## src/rtl/ser_pkg.sv

```systemverilog
// Shared definitions for the bit-serial datapath: FSM states, default word
// width and the bit-counter width helper.
package ser_pkg;

    typedef enum logic {
        IDLE  = 1'b0,
        SHIFT = 1'b1
    } ser_state_t;

    localparam int unsigned SER_WIDTH = 8;

    function automatic int unsigned cnt_width(input int unsigned w);
        return $clog2(w + 1);
    endfunction

endpackage

```

## src/rtl/lsb_serializer.sv

```systemverilog
// LSB-first parallel-to-serial converter with valid/ready on both sides.
// Optional SER_PARITY_EN appends an even-parity bit after the data bits.
module lsb_serializer
    import ser_pkg::*;
#(
    parameter int unsigned WIDTH = SER_WIDTH
) (
    input  logic             clk,
    input  logic             rst,
    input  logic             load_valid,
    input  logic [WIDTH-1:0] load_data,
    output logic             load_ready,
    output logic             bit_out,
    output logic             bit_valid,
    input  logic             bit_ready,
    output logic             word_start,
    output logic             word_last
);

    localparam int unsigned CW = cnt_width(WIDTH);
`ifdef SER_PARITY_EN
    localparam int unsigned FRAME = WIDTH + 1;
`else
    localparam int unsigned FRAME = WIDTH;
`endif
    localparam logic [CW-1:0] LAST_IDX = CW'(FRAME - 1);

    ser_state_t       state, state_nxt;
    logic [FRAME-1:0] sreg;
    logic [FRAME-1:0] frame_d;
    logic [CW-1:0]    cnt;
    logic             xfer;
    logic             is_last;
    logic             load_fire;

    // Parity rides as the top bit of the shift register so it falls out at index WIDTH.
    always_comb begin
`ifdef SER_PARITY_EN
        frame_d = {^load_data, load_data};
`else
        frame_d = load_data;
`endif
    end

    always_comb begin
        bit_valid  = (state == SHIFT);
        xfer       = bit_valid & bit_ready;
        is_last    = (cnt == LAST_IDX);
        word_start = bit_valid & (cnt == '0);
        word_last  = bit_valid & is_last;
        bit_out    = bit_valid & sreg[0];
        load_ready = (state == IDLE) | (xfer & word_last);
        load_fire  = load_valid & load_ready;

        state_nxt = state;
        if (load_fire) begin
            state_nxt = SHIFT;
        end else if (xfer && is_last) begin
            state_nxt = IDLE;
        end
    end

    always_ff @(posedge clk) begin
        if (!rst) begin
            state <= IDLE;
            sreg  <= '0;
            cnt   <= '0;
        end else begin
            state <= state_nxt;
            if (load_fire) begin
                sreg <= frame_d;
                cnt  <= '0;
            end else if (xfer) begin
                sreg <= sreg >> 1;
                cnt  <= is_last ? '0 : cnt + CW'(1);
            end
        end
    end

endmodule

```

## config.mk

```make
export PLATFORM = sky130hd
export DESIGN_NAME = lsb_serializer
export DESIGN_NICKNAME = d
export VERILOG_FILES = /design/src/rtl/ser_pkg.sv /design/src/rtl/lsb_serializer.sv
export SDC_FILE = /design/constraint.sdc
export NUM_CORES = 1
export LEC_CHECK = 0
export CAP_MARGIN = 20
export CORE_MARGIN = 2
export CORE_UTILIZATION = 51
export DETAILED_ROUTE_END_ITERATION = 7
export GPL_TIMING_DRIVEN = 0
export PLACE_DENSITY_LB_ADDON = 0.1
export SLEW_MARGIN = 0
export SYNTH_ARGS = -nofsm -noshare
export SYNTH_HDL_FRONTEND = slang
export SYNTH_SLANG_ARGS = --single-unit
```

## constraint.sdc

```tcl
create_clock -name clk -period 3.3 [get_ports clk]
set_clock_uncertainty 0.05 [all_clocks]
set_input_delay 0.495 -clock clk [delete_from_list [all_inputs] [get_ports clk]]
set_output_delay 0.495 -clock clk [all_outputs]
set_load 0.01 [all_outputs]
```

==> results.cfg <==
[run_status]
status = finished clean

[floorplanning]
io_pins = 17
floorplan.initialDensity = 0.554
rows = 13
dieArea_sq_mm = 0.00177
core-area_sq_mm = 0.00133
die-height_um = 42.1
fp.dieW_um = 42.1

[drt]
drt-pass1-iter-count = 4
drc = 0
drt_iter0_drc = 12
wl_per_cell_um = 13.5
num_vias = 725
viasPerCell = 5.94
wl_mm = 1.64
drtAntennaViolNets = 0

[synthesis]
synth_top_area_cell = dfxtp_1
synth_edf_count = 0
synth.top_cells.by_count = dfxtp_1 (13), inv_1 (11), o21ai_0 (10)
syn-cell-area_sq_um = 739
yosys_most_used_dff = dfxtp_1
synthArstFlopShare = 0
synth_top_area_frac = 0.352
synth-seq-area-share = 0.352
synth_nets = 101
yosysMostFrequentCell = dfxtp_1
postSynthCellCount = 87
avgSynthCellArea_sq_um = 8.50
synth_seq_cells = 13
yosysWarningCount = 0
synth.distinct_cells = 32
synthTopCellsByArea = dfxtp_1 (35%), o21ai_0 (6.8%), inv_1 (5.6%)

[critical_path]
crit_buf_inv = 3
max_stage_delay_ns = 0.54
path_class = primary input to output pin
end_kind = output pin
crit_path_max_fanout = 10
worstPathArrival_ns = 1.95
slowest_stage = clkdlybuf4s50_1
crit_top_cell = clkdlybuf4s50_1
path_delay_family = buffers and inverters
cp-start-kind = primary input
crit_chain = clkdlybuf4s50_1 > buf_2 > nand4b_1 > nand2_1 > clkdlybuf4s50_1
cp_data_required_time_ns = 2.75
regToRegSetupSlack_ns = 1.67

[grt]
antenna_found_initial = 0
gr-total-overflow = 0
grt_max_degree = 11
grt_pass1_vias = 634
grt_pass1_wl_mm = 2.79
track_usage = 0.205

[sta]
tightest_slew_ns = 0.641
rsz0062_at_grt = no
finalMaxSlewViolations = 0
period_minus_slack_ns = 2.49
clock.fmax_mhz = 401
max-slew-margin-rel = 0.573
setup_tns_ns = 0
finalCritPeriodShare = 0.755
setup_viol_count_final = 0
hold_violations = 0

[min_path]
hold_path.class = flip-flop to flip-flop

[run]
drv_cap = 0

[clocking]
cts_buffers = 3
cts_buffer_depth = 2
ctsHtreeMaxLevel = 1
clock_sinks = 13
ctsHoldBuffers = 0
cts_resized = 0
cts_tree = done
clkTransAtPathRegs_ns = 0.08
cts_setup_buffers = 0
worstSkewPairLatency_ns = 0.28
cts-root-buf = clkbuf_4

[pwr]
cellPowerDensity_mw_per_mm2 = 359
power_mw = 0.339
peakVddDrop_mv = 0.227
power_leakage_nw = 0.371

[placement]
gp_congestion = 0.828
portBuffers = 16
hpwlAfterDp_mm = 1.16

[cells_and_area]
multi_input_area_sq_um = 409
nNetsFinal = 122
syn_to_final_growth_pct = 27.7
layout-drive-gt1-share = 0.0841
fillCellCount = 115
diodes = 0
register_area_sq_um = 260
## metal layers
| layer | wire (um) | up-vias | GRT usage |
|---|---|---|---|
| met5 | 0 | - | 0 |
| met4 | 31 | 0 | 0.125 |
| met3 | 91 | 4 | 0.0302 |
| met2 | 767 | 26 | 0.331 |
| met1 | 750 | 341 | 0.257 |
| li1 | - | 354 | - |
## report_power, final
part	internal (mW)	total, mW	leakage [nW]	switching (mW)
logic	0.0346	0.0647	0.250	0.0300
registers	0.167	0.174	0.107	0.00706
clock network	0.0469	0.100	0.0150	0.0535
## worst register-to-register path: stages (launching register included)
cell     delay (ns)
dfxtp_1        0.34
ha_1           0.23
and3b_1        0.18
buf_6          0.13
or4_1          0.49
a21oi_1        0.14
## state kept, by name (all words and copies together), names as in the netlist
register and flops:
sreg 8, cnt 4, bit_valid 1
## cell type report
type / count / share of cell area
buffer: 5 / 0.0305
clock buffer: 4 / 0.0278
inverter: 11 / 0.0437
multi-input combinational: 58 / 0.433
sequential: 13 / 0.275
tap: 15 / 0.0199
timing repair buffer: 16 / 0.170
## cell usage in the layout (no fill, tap or decap), drive strengths merged, types with 2 or more instances in the layout
| cell | instances |
|---|---|
| nor3 | 4 |
| nor2 | 2 |
| dfxtp | 13 |
| nor3b | 2 |
| nand3 | 2 |
| ha | 2 |
| buf | 3 |
| clkbuf | 6 |
| a221oi | 4 |
| nand2 | 4 |
| and2 | 2 |
| inv | 11 |
| nand3b | 4 |
| a21oi | 3 |
| o21ai | 10 |
| nand4b | 2 |
| clkdlybuf4s50 | 16 |
| mux2i | 4 |
## stage by stage
| step | instance area [sq um] | hold slack [ns] | std cells | worst slack (ns) | utilization |
|---|---|---|---|---|---|
| finish | 945 | 0.413 | 122 | 0.807 | 0.708 |
| floorplan | 739 | 0.387 | 87 | 1.70 | - |
| global placement | 918 | 0.398 | 118 | 0.796 | 0.689 |
| CTS | 945 | 0.416 | 122 | 0.800 | 0.708 |
| detailed placement | 918 | 0.404 | 118 | 0.810 | 0.689 |
| global route | 945 | 0.432 | 122 | 0.692 | 0.708 |
## worst paths after layout
kind	startpoint	endpoint	cells past startpoint
hold / removal	sreg[6]	sreg[5]	2
setup / recovery	bit_ready	load_ready	5
setup reg to reg	cnt[0]	cnt[3]	5
hold reg to reg	sreg[6]	sreg[5]	2
## kinds of logic after synthesis
logic type / count (synthesis) / synth area share
and+or+nand+nor: 26 / 0.220
AOI/OAI and AO/OA: 24 / 0.218
buffers and inverters: 16 / 0.0948
DFF: 13 / 0.352
muxes: 5 / 0.0694
adders and majority gates: 2 / 0.0338
xor gates and xnor gates: 1 / 0.0118
(Power assumes the default switching activity.)
